<file path="src/rtl/inv_subbytes_iter.sv">
// Iterative AES-128 InvSubBytes: LANES inverse S-boxes walk the state
// from byte 15 down to byte 0, one group of bytes per clock.
module inv_subbytes_iter #(
    parameter int LANES = 4
) (
    input  logic         clk,
    input  logic         rst_n,
    input  logic         in_valid,
    output logic         in_ready,
    input  logic [127:0] in_data,
    output logic         out_valid,
    input  logic         out_ready,
    output logic [127:0] out_data,
    output logic         busy
);
    localparam int NCYC = 16 / LANES;
    localparam int CW   = (NCYC > 1) ? $clog2(NCYC) : 1;

    if (LANES != 1 && LANES != 2 && LANES != 4 &&
        LANES != 8 && LANES != 16) begin : g_bad_lanes
        $error("inv_subbytes_iter: LANES must be 1, 2, 4, 8 or 16");
    end

    typedef enum logic [1:0] {
        IDLE = 2'd0,
        BUSY = 2'd1,
        DONE = 2'd2
    } state_t;

    state_t             state_q;
    logic [CW-1:0]      cnt_q;
    logic [127:0]       work_q;
    logic [127:0]       work_d;
    logic [127:0]       out_q;
    logic               in_ready_q;
    logic               out_valid_q;
    logic               busy_q;
    logic [8*LANES-1:0] sub;
    logic               last;

    assign last      = (cnt_q == CW'(NCYC - 1));
    assign in_ready  = in_ready_q;
    assign out_valid = out_valid_q;
    assign out_data  = out_q;
    assign busy      = busy_q;

    // Lanes always read the top bytes; the register rotates left by
    // LANES bytes per cycle, so after NCYC cycles every byte is home.
    for (genvar j = 0; j < LANES; j++) begin : g_lane
        inv_sbox u_sbox (
            .a(work_q[127-8*j -: 8]),
            .c(sub[8*LANES-1-8*j -: 8])
        );
    end

    if (LANES == 16) begin : g_full
        assign work_d = sub;
    end else begin : g_rot
        assign work_d = {work_q[127-8*LANES:0], sub};
    end

    always_ff @(posedge clk) begin
        if (!rst_n) begin
            state_q     <= IDLE;
            cnt_q       <= '0;
            work_q      <= '0;
            out_q       <= '0;
            in_ready_q  <= 1'b0;
            out_valid_q <= 1'b0;
            busy_q      <= 1'b0;
        end else begin
            case (state_q)
                IDLE: begin
                    in_ready_q <= 1'b1;
                    if (in_valid && in_ready_q) begin
                        work_q     <= in_data;
                        cnt_q      <= '0;
                        in_ready_q <= 1'b0;
                        busy_q     <= 1'b1;
                        state_q    <= BUSY;
                    end
                end
                BUSY: begin
                    work_q <= work_d;
                    cnt_q  <= cnt_q + CW'(1);
                    if (last) begin
                        out_q       <= work_d;
                        out_valid_q <= 1'b1;
                        busy_q      <= 1'b0;
                        state_q     <= DONE;
                    end
                end
                DONE: begin
                    if (out_ready) begin
                        out_valid_q <= 1'b0;
                        in_ready_q  <= 1'b1;
                        state_q     <= IDLE;
                    end
                end
                default: begin
                    state_q     <= IDLE;
                    in_ready_q  <= 1'b0;
                    out_valid_q <= 1'b0;
                    busy_q      <= 1'b0;
                end
            endcase
        end
    end
endmodule

module inv_sbox (
    input  logic [7:0] a,
    output logic [7:0] c
);
    function automatic logic [7:0] gmul(
        input logic [7:0] x,
        input logic [7:0] y
    );
        logic [7:0] p;
        logic [7:0] s;
        p = '0;
        s = x;
        for (int i = 0; i < 8; i++) begin
            if (y[i]) p = p ^ s;
            s = {s[6:0], 1'b0} ^ (s[7] ? 8'h1b : 8'h00);
        end
        return p;
    endfunction

    logic [7:0] b;
    logic [7:0] sq;
    logic [7:0] acc;

    // Inverse affine map, then the field inverse as b^254 (0 maps to 0).
    always_comb begin
        b   = {a[6:0], a[7]} ^ {a[4:0], a[7:5]} ^ {a[1:0], a[7:2]} ^ 8'h05;
        sq  = gmul(b, b);
        acc = sq;
        for (int i = 0; i < 6; i++) begin
            sq  = gmul(sq, sq);
            acc = gmul(acc, sq);
        end
        c = acc;
    end
endmodule

</file>
<file path="config.mk">
export PLATFORM = sky130hd
export DESIGN_NAME = inv_subbytes_iter
export DESIGN_NICKNAME = d
export VERILOG_FILES = /design/src/rtl/inv_subbytes_iter.sv
export SDC_FILE = /design/constraint.sdc
export NUM_CORES = 2
export LEC_CHECK = 0
export CORE_UTILIZATION = 50
export CTS_BUF_LIST = sky130_fd_sc_hd__clkbuf_2 sky130_fd_sc_hd__clkbuf_4 sky130_fd_sc_hd__clkbuf_8
export DETAILED_ROUTE_END_ITERATION = 16
export PLACE_DENSITY = 0.74
export SLEW_MARGIN = 20
export SYNTH_ARGS = -nofsm -noshare
export SYNTH_HDL_FRONTEND = slang
export SYNTH_HIERARCHICAL = 1
export SYNTH_SLANG_ARGS = --single-unit
</file>
<file path="constraint.sdc">
create_clock -name clk -period 23.8 [get_ports clk]
set_clock_uncertainty 0.15 [all_clocks]
set_input_delay 2.38 -clock clk [delete_from_list [all_inputs] [get_ports clk]]
set_output_delay 2.38 -clock clk [all_outputs]
set_load 0.02 [all_outputs]
</file>
==> impl_metrics.toml <==
[floorplanning]
die_h_um = 384
row_count = 139
die_area_mm2 = 0.148
core-area_mm2 = 0.144
fp.dieW_um = 384
initial_core_util_pct = 50.6
top_level_ports = 263

[timing]
slew_headroom_pct = 19.7
fin_crit_sh_pct = 79.8
slew_viol_final = 0
worst_pin_slew_ps = 1200
finalHoldViolCount = 0
min_period_ps = 19000
worst_slack_ps = 4800
setup_viol = 0
fin_setup_tns_ps = 0
rsz0062_at_grt = "false"
max_freq_mhz = 52.6

[clock_network]
cts_tree = "done"
postCtsSetupRepairBufs = 0
clk_path_buf_depth = 3
cts_max_level = 2
cts_resized = 0
cts.sinks = 263
cts_made_buffers = 47
hold_buffers = 0
cts.clk_slew.worst_paths_ps = 70
root_buffer = "clkbuf_8"
clk_latency_ps = 700

[global_routing]
grt_max_degree = 117
gr-total-overflow = 0
grt_pass1_vias = 67000
grt_pass1_wl_um = 364000
grt.total_usage_pct = 29.4
antenna_found_initial = 7

[final_layout]
regArea_mm2 = 0.00527
fin_cells = 11700
drive_gt1_share_pct = 10.2
fillerInstances = 13600
fin_area_mm2 = 0.0782
syn_to_final_growth_pct = 6.98
multi_input_area_mm2 = 0.0643
fin_nets = 9913

[worst_setup_path]
slowest_stage = "dfxtp_1"
cp-end-kind = "flop"
worstPathArrival_ps = 19460
worstSetupPathType = "flop to flop"
cp.required_ps = 24260
worstPathMaxFanout = 32
crit_path_start_kind = "flop"
slowest_delay_ps = 910
crit_top_cell = "xnor2_1"

[route]
drt.antenna.violating_nets = 0
drc = 0
drtIter0Drc = 7919
vias_per_cell = 6.18
vias = 72200
postRouteWirelength_um = 229000
dr.pass1.iters = 7
post_drt_wl_per_cell_um = 19.6

[synth]
ys_top_cells_by_area = "xnor2_1 (19%), dfxtp_1 (7.2%), nand2_1 (7.2%)"
synth-main-ff-cell = "dfxtp_1"
synthSimpleGateAreaFrac_pct = 22.6
yosys_warnings = 6
synth_nets = 10100
yosysMostFrequentCell = "xnor2_1"
synth_area_per_cell_um2 = 7.37
async_flop_share_pct = 0
synthMuxAreaShare_pct = 3.86
synth_common_cells = "xnor2_1 (1560), nand2_1 (1394), nor2_1 (1249)"
netlist.area_leader.share_pct = 18.7
synth_top_family_by_area = "XOR/XNOR gates"
synth-compound-area-share_pct = 20.2
ys_seq_area_share_pct = 7.21
synth_xor_area_share_pct = 40.2
synth_area_mm2 = 0.0731
synthAdderAreaFrac_pct = 0.497
synth_seq_cells = 263
synth_cell_types = 100
synthCells = 9913
synth_top_area_cell = "xnor2_1"
synth_edf_count = 0

[status]
outcome = "completed"

[min_path]
worstHoldPathType = "flop to flop"

[placement]
gp_congestion = 0.995
dp.cells = 11600
post-place-ws_ps = 5250
hpwl_um = 166000
place_area_mm2 = 0.0770
io_buffers = 262

[job]
drv_cap = 0
==> registers in the layout (all words and copies together), names as in the netlist <==
signal / flops
cnt_q: 2
state_q: 2
busy: 1
in_ready: 1
work_q: 128
out_data: 128
out_valid: 1
==> stage by stage <==
stage / util [%] / hold WS, ps
after global placement: 53.3 / 291
after floorplan: - / 278
after global routing: 54.2 / 327
after CTS: 54.1 / 304
final: 54.2 / 302
after detailed placement: 53.4 / 297
==> metal layers <==
metal / track usage (%) / up-vias / part of all wire (%)
li1: - / 34000 / -
met1: 40.5 / 34300 / 43
met4: 9.10 / 10 / 2.9
met2: 47.4 / 3363 / 46
met5: 0 / - / 0.026
met3: 3.96 / 472 / 8.9
==> worst max-delay path, delay by kind of cell (launching register included) <==
family	cells	cell delay [ps]
fa+ha+maj	5	1950
simple gates	13	4280
compound gates	20	5090
xor+xnor	12	4280
flops	1	910
buf+inv	7	2200
==> cell usage in the layout, fill, tap and decap left out, types with 89 or more instances in the layout <==
| cell type | n |
|---|---|
| a311oi_2 | 106 |
| a21oi_1 | 724 |
| xor2_1 | 489 |
| and2_1 | 89 |
| o22ai_1 | 120 |
| mux2_2 | 93 |
| buf_4 | 272 |
| xnor3_1 | 232 |
| xnor2_1 | 1510 |
| nor2_1 | 1249 |
| clkdlybuf4s50_1 | 262 |
| o21ai_0 | 300 |
| mux2i_1 | 168 |
| nand2_1 | 1394 |
| dfxtp_1 | 263 |
| xnor2_2 | 190 |
| nand3_1 | 301 |
| nor3_1 | 258 |
==> layout make-up <==
cell class | instances | share of cell area [%]
inverters | 111 | 0.549
well taps | 1903 | 3.05
clock buffers | 75 | 1.22
multi-input cells | 8795 | 82.3
diodes | 1 | 0.00320
clock inverters | 9 | 0.186
flip-flops and latches | 263 | 6.74
repair buffers | 534 | 5.97
==> logic make-up after synthesis <==
| family | after synthesis |
|---|---|
| AOI/OAI and AO/OA | 2136 |
| xor gates and xnor gates | 2592 |
| adders and majority gates | 29 |
| buffers and inverters | 855 |
| DFF | 263 |
| muxes | 265 |
| and+or+nand+nor | 3773 |
==> worst paths after layout <==
check | from | endpoint | slack, ps | cells past startpoint
setup reg to reg | work_q[124]$_SDFFE_PN0P_ | work_q[28]$_SDFFE_PN0P_ | 4800 | 57
hold / removal | out_data[27]$_SDFFE_PN0P_ | out_data[27]$_SDFFE_PN0P_ | 300 | 2
setup / recovery | work_q[124]$_SDFFE_PN0P_ | work_q[28]$_SDFFE_PN0P_ | 4800 | 57
hold reg to reg | out_data[27]$_SDFFE_PN0P_ | out_data[27]$_SDFFE_PN0P_ | 300 | 2
Power is left out: the tool's default activity adds up to more than one toggle a clock period on the data nets, which glitch-free logic cannot reach.
